$ cat config.mk
export PLATFORM = sky130hd
export DESIGN_NAME = insn_queue
export DESIGN_NICKNAME = d
export VERILOG_FILES = /design/src/rtl/insn_queue.sv
export SDC_FILE = /design/constraint.sdc
export NUM_CORES = 2
export LEC_CHECK = 0
export CAP_MARGIN = 20
export CELL_PAD_IN_SITES_DETAIL_PLACEMENT = 2
export CELL_PAD_IN_SITES_GLOBAL_PLACEMENT = 2
export CORE_UTILIZATION = 40
export CTS_CLUSTER_DIAMETER = 200
export DETAILED_ROUTE_END_ITERATION = 8
export PLACE_DENSITY_LB_ADDON = 0.3
export SLEW_MARGIN = 5
export SYNTH_ARGS = -nofsm -noshare
export SYNTH_HDL_FRONTEND = slang
export SYNTH_SLANG_ARGS = --single-unit
$ cat constraint.sdc
create_clock -name clock -period 13.36 [get_ports clock]
set_clock_uncertainty 0.15 [all_clocks]
set_input_delay 3.34 -clock clock [delete_from_list [all_inputs] [get_ports clock]]
set_output_delay 3.34 -clock clock [all_outputs]
set_load 0.02 [all_outputs]
$ cat src/rtl/insn_queue.sv
// Instruction queue between decode and issue: a circular buffer that accepts
// up to two decoded entries per cycle and presents a four-entry head window
// from which the issue stage retires one to four entries per cycle.

package iq_pkg;
  typedef struct packed {
    logic [7:0]  id;
    logic [31:0] pc;
  } iq_entry_t;
endpackage

module insn_queue
  import iq_pkg::*;
#(
  parameter int DEPTH = 16
) (
  input  logic       clock,
  input  logic       reset,
  input  logic       flush,
  input  logic [1:0] enq_valid,
  input  iq_entry_t  enq_insn [2],
  output logic       enq_ready,
  input  logic       ext_enable,
  input  logic [1:0] ext_consumed,
  output logic [3:0] ext_valid,
  output iq_entry_t  insns [4],
  output logic       empty
);

  localparam int AW = $clog2(DEPTH);
  localparam int CW = AW + 1;

  typedef logic [AW-1:0] ptr_t;
  typedef logic [CW-1:0] cnt_t;

  ptr_t      head_q, head_d;
  ptr_t      tail_q, tail_d;
  cnt_t      count_q, count_d;
  iq_entry_t mem_q [DEPTH];

  logic [2:0] npop;
  logic [1:0] npush;
  logic       wr_en0, wr_en1;
  ptr_t       wr_addr0, wr_addr1;
  iq_entry_t  wr_data0, wr_data1;

  // Head window and status flags, driven from registers only.
  always_comb begin
    enq_ready = (count_q <= cnt_t'(DEPTH - 2));
    empty     = (count_q == '0);
    for (int i = 0; i < 4; i++) begin
      ext_valid[i] = (count_q > cnt_t'(i));
      insns[i]     = mem_q[head_q + ptr_t'(i)];
    end
  end

  // Next pointers/count plus the two packed write ports for this cycle.
  always_comb begin
    // NOTE: every signal this block writes gets a default first, so no path
    // leaves one unassigned and no latch can be inferred.
    head_d   = head_q;
    tail_d   = tail_q;
    count_d  = count_q;
    npop     = '0;
    npush    = '0;
    wr_en0   = 1'b0;
    wr_en1   = 1'b0;
    wr_addr0 = tail_q;
    wr_addr1 = tail_q + ptr_t'(1);
    wr_data0 = enq_valid[0] ? enq_insn[0] : enq_insn[1];
    wr_data1 = enq_insn[1];

    if (reset || flush) begin
      head_d  = '0;
      tail_d  = '0;
      count_d = '0;
    end else begin
      // Over-requests are clamped to what is actually held.
      if (ext_enable) begin
        if (cnt_t'(ext_consumed) + cnt_t'(1) > count_q) begin
          npop = 3'(count_q);
        end else begin
          npop = 3'(ext_consumed) + 3'd1;
        end
      end
      // Valid slots are packed: the oldest valid one always lands at tail.
      if (enq_ready) begin
        npush  = 2'(enq_valid[0]) + 2'(enq_valid[1]);
        wr_en0 = |enq_valid;
        wr_en1 = &enq_valid;
      end
      head_d  = head_q + ptr_t'(npop);
      tail_d  = tail_q + ptr_t'(npush);
      count_d = count_q + cnt_t'(npush) - cnt_t'(npop);
    end
  end

  // Pointer and occupancy registers with synchronous reset.
  always_ff @(posedge clock) begin
    // NOTE: state registers use non-blocking assignment so every flop samples
    // pre-edge values regardless of statement order.
    if (reset) begin
      head_q  <= '0;
      tail_q  <= '0;
      count_q <= '0;
    end else begin
      head_q  <= head_d;
      tail_q  <= tail_d;
      count_q <= count_d;
    end
  end

  // Entry storage: the two write addresses are always distinct.
  always_ff @(posedge clock) begin
    // NOTE: storage is deliberately not reset; stale contents are never
    // visible because ext_valid is derived from count alone.
    if (wr_en0) mem_q[wr_addr0] <= wr_data0;
    if (wr_en1) mem_q[wr_addr1] <= wr_data1;
  end

  // Issue must never ask to retire more entries than are queued.
  a_no_overpop : assert property (
    @(posedge clock) disable iff (reset || flush)
    !(ext_enable && (cnt_t'(ext_consumed) + cnt_t'(1) > count_q))
  ) else $warning("insn_queue: retire of %0d requested with %0d queued, clamped",
                  ext_consumed + 3'd1, count_q);

endmodule
==> flow_summary.yaml <==
flow_run:
  maxCapViolations: 0
floorplanning:
  die_area_mm2: 0.118
  die_w_um: 343
  rows: 124
  die_h_um: 343
  coreArea_mm2: 0.115
  ios: 254
  initial_utilization_pct: 40.5
sta:
  rsz0062_at_grt: "no"
  worst_slew_pin_slew_ns: 1.17
  hold_violations: 0
  fmax_mhz: 109
  fin_tns_setup_ns: 0
  slew_headroom_pct: 22.1
  maxSlewViolCount: 0
  finalSetupViolCount: 0
  finalCriticalPeriod_ns: 9.18
  period_share_pct: 68.7
synthesis:
  synthArstFlopShare_pct: 0
  synth_area_leaders: "edfxtp_1 41%, mux4_2 30%, a21oi_1 7.6%, nor2_1 5.3%, mux2i_1 4.4%"
  syn-num-nets: 3938
  synth_warnings: 0
  synth-edff-count: 640
  synth_top_area_cell: "edfxtp_1"
  synth.top_cell.area_share_pct: 41.4
  synth_area_mm2: 0.0465
  avgSynthCellArea_um2: 12.2
  syn_inst: 3822
  yosysSeqAreaShare_pct: 41.9
  synth_cell_types: 48
  ys.flop_type: "edfxtp_1"
  synth.ff_latch_count: 653
worst_setup_path:
  cp.required_ns: 9.87
  cp-start-kind: "flip-flop"
  crit_fanout: 62
  cpMaxStageDelayCell: "buf_4"
  cpPeakStageDelay_ns: 0.90
  crit_chain: "buf_4 > buf_4 > buf_4 > mux4_2 > and2_1 > a211oi_1 > a21oi_1 > clkdlybuf4s50_1"
  crit_top_cell: "buf_4"
  critPathArrivalTime_ns: 5.69
  critPathKind: "flip-flop to output pin"
  critPathCaptureType: "output pin"
global_route:
  grt_pass1_vias: 40200
  grt_start_max_net_pins: 71
  antenna_found_initial: 5
  gr-total-overflow: 0
  grt_pass1_wl_um: 287000
  grt.total_usage_pct: 33.7
routing:
  drt-total-wl_um: 198000
  drt_first_pass_iters: 5
  viasPerCell: 7.06
  ant_nets: 0
  first_iter_violations: 4232
  route.detailed.drc: 0
  wl_per_cell_um: 36.5
  dr_total_vias: 38200
cts:
  tritoncts.num_buffers: 82
  cts_sinks: 653
  cts_setup_buffers: 0
  cts_tree: "yes"
  cts_max_level: 3
  clkLatencyLatePin_ns: 0.67
  clkSlewWorstSetupHoldPaths_ns: 0.06
  clk_path_buf_depth: 3
  cts_resized: 0
  cts_hold_buf: 0
  cts_root_buffer: "clkbuf_16"
pwr:
  power_density_mw_per_mm2: 133
  p_leak_nw: 17.0
  irDropWorstVdd_mv: 0.0917
finish:
  final_cells: 5418
  multi_input_area_mm2: 0.0252
  drive_gt1_share_pct: 23.7
  syn2layout_area_growth_pct: 14.3
  fin_nets: 3954
  postLayoutCellArea_mm2: 0.0531
  fillCellCount: 11200
  seqCellArea_mm2: 0.0195
placed_design:
  dpl.cell_count: 5264
  port_buffers: 253
  gp_congestion: 0.832
  place_area_mm2: 0.0503
  dpl.hpwl_um: 118000
min_path:
  min_path_type: "flip-flop to flip-flop"
status:
  status: "complete, no violations"
-- registers in the layout, indices dropped and copies added, names as in the netlist --
register / count
mem_q: 640
count_q: 5
head_q: 4
tail_q: 4
-- placed cells by master (no fill, tap or decap), drive strengths merged, types with 13 or more instances in the layout --
cell | Yosys | routed
clkdlybuf4s50 | 0 | 252
clkinv | 0 | 33
dfxtp | 13 | 13
ha | 24 | 24
o21ai | 32 | 32
a211oi | 30 | 30
clkbuf | 344 | 96
and3 | 30 | 30
mux4 | 620 | 620
nor2 | 658 | 658
nand4 | 37 | 37
edfxtp | 640 | 640
a32oi | 20 | 20
a21oi | 707 | 707
buf | 121 | 145
nand2 | 191 | 191
nand3 | 40 | 40
inv | 21 | 25
mux2i | 202 | 202
and2 | 36 | 36
-- routing by layer --
| metal | vias up | share of wire, % | wire, µm | global-route usage (%) |
|---|---|---|---|---|
| li1 | 14900 | - | - | - |
| met1 | 20400 | 37 | 73300 | 43.6 |
| met2 | 2373 | 48 | 95200 | 55.1 |
| met3 | 508 | 10 | 20000 | 7.01 |
| met4 | 4 | 4.7 | 9220 | 14.1 |
| met5 | - | 0.014 | 27 | 0 |
-- critical path: cells and delay by family, from the launching register on --
kind / cells / cell delay, ns
buf+inv: 4 / 2.92
simple gates: 1 / 0.18
mux: 1 / 0.64
compound gates: 2 / 0.43
flops: 1 / 0.69
-- through the flow --
step | setup slack (ns) | power, mW | utilization [%] | hold slack, ns
3_3_place_gp | 4.85 | 4.67 | 43.8 | 0.452
6_report | 4.18 | 7.06 | 46.3 | 0.487
5_1_grt | 3.78 | 7.28 | 46.3 | 0.530
3_5_place_dp | 4.65 | 4.73 | 43.8 | 0.464
4_1_cts | 3.89 | 7.08 | 46.2 | 0.482
2_1_floorplan | 4.35 | 3.88 | - | 0.399
-- Yosys cell counts, types with 15 or more instances --
cell type,count
a211oi_1,30
a21oi_1,707
a32oi_1,20
and2_1,36
and3_1,30
buf_1,22
buf_2,75
buf_4,15
clkbuf_1,342
edfxtp_1,640
ha_1,24
inv_1,19
mux2i_1,202
mux4_2,620
nand2_1,191
nand3_1,40
nand4_1,37
nor2_1,658
o21ai_1,28
-- report_power, final --
| part | switching (mW) | internal, mW | leakage (nW) | total [mW] |
|---|---|---|---|---|
| combinational | 1.30 | 1.07 | 9.83 | 2.38 |
| sequential | 0.0367 | 2.30 | 5.87 | 2.33 |
| clock | 0.970 | 1.38 | 1.34 | 2.35 |
-- path summary, 6_finish.rpt --
kind	endpoint	slack (ns)	cells past startpoint	startpoint
worst max-delay path	insns[10]	4.18	8	head_q[0]$_SDFF_PP0_
worst min-delay path	tail_q[3]$_SDFF_PP0_	0.49	2	tail_q[3]$_SDFF_PP0_
worst max register to register	mem_q[5][18]$_DFFE_PP_	8.84	8	count_q[4]$_SDFF_PP0_
worst min register to register	tail_q[3]$_SDFF_PP0_	0.49	2	tail_q[3]$_SDFF_PP0_
-- cell families (layout without fill, tap and decap cells) --
family	Yosys count	in the layout	share of synthesized area, %
and+or+nand+nor	1014	1014	8.99
muxes	824	824	34.4
AOI/OAI and AO/OA	802	802	9.05
DFF	653	653	41.9
buffers and inverters	486	565	4.41
adders and majority gates	28	28	0.818
xor gates and xnor gates	15	15	0.372
other	0	5	0
-- area by class of cell --
class	instances	share of cell area (%)
Antenna cell	5	0.0236
Clock buffer	96	4.04
Clock inverter	51	1.10
Inverter	21	0.148
Multi-Input combinational cell	2683	47.5
Sequential cell	653	36.7
Tap cell	1512	3.56
Timing Repair Buffer	397	6.92
Note: power is estimated with default switching activity, not from simulation.
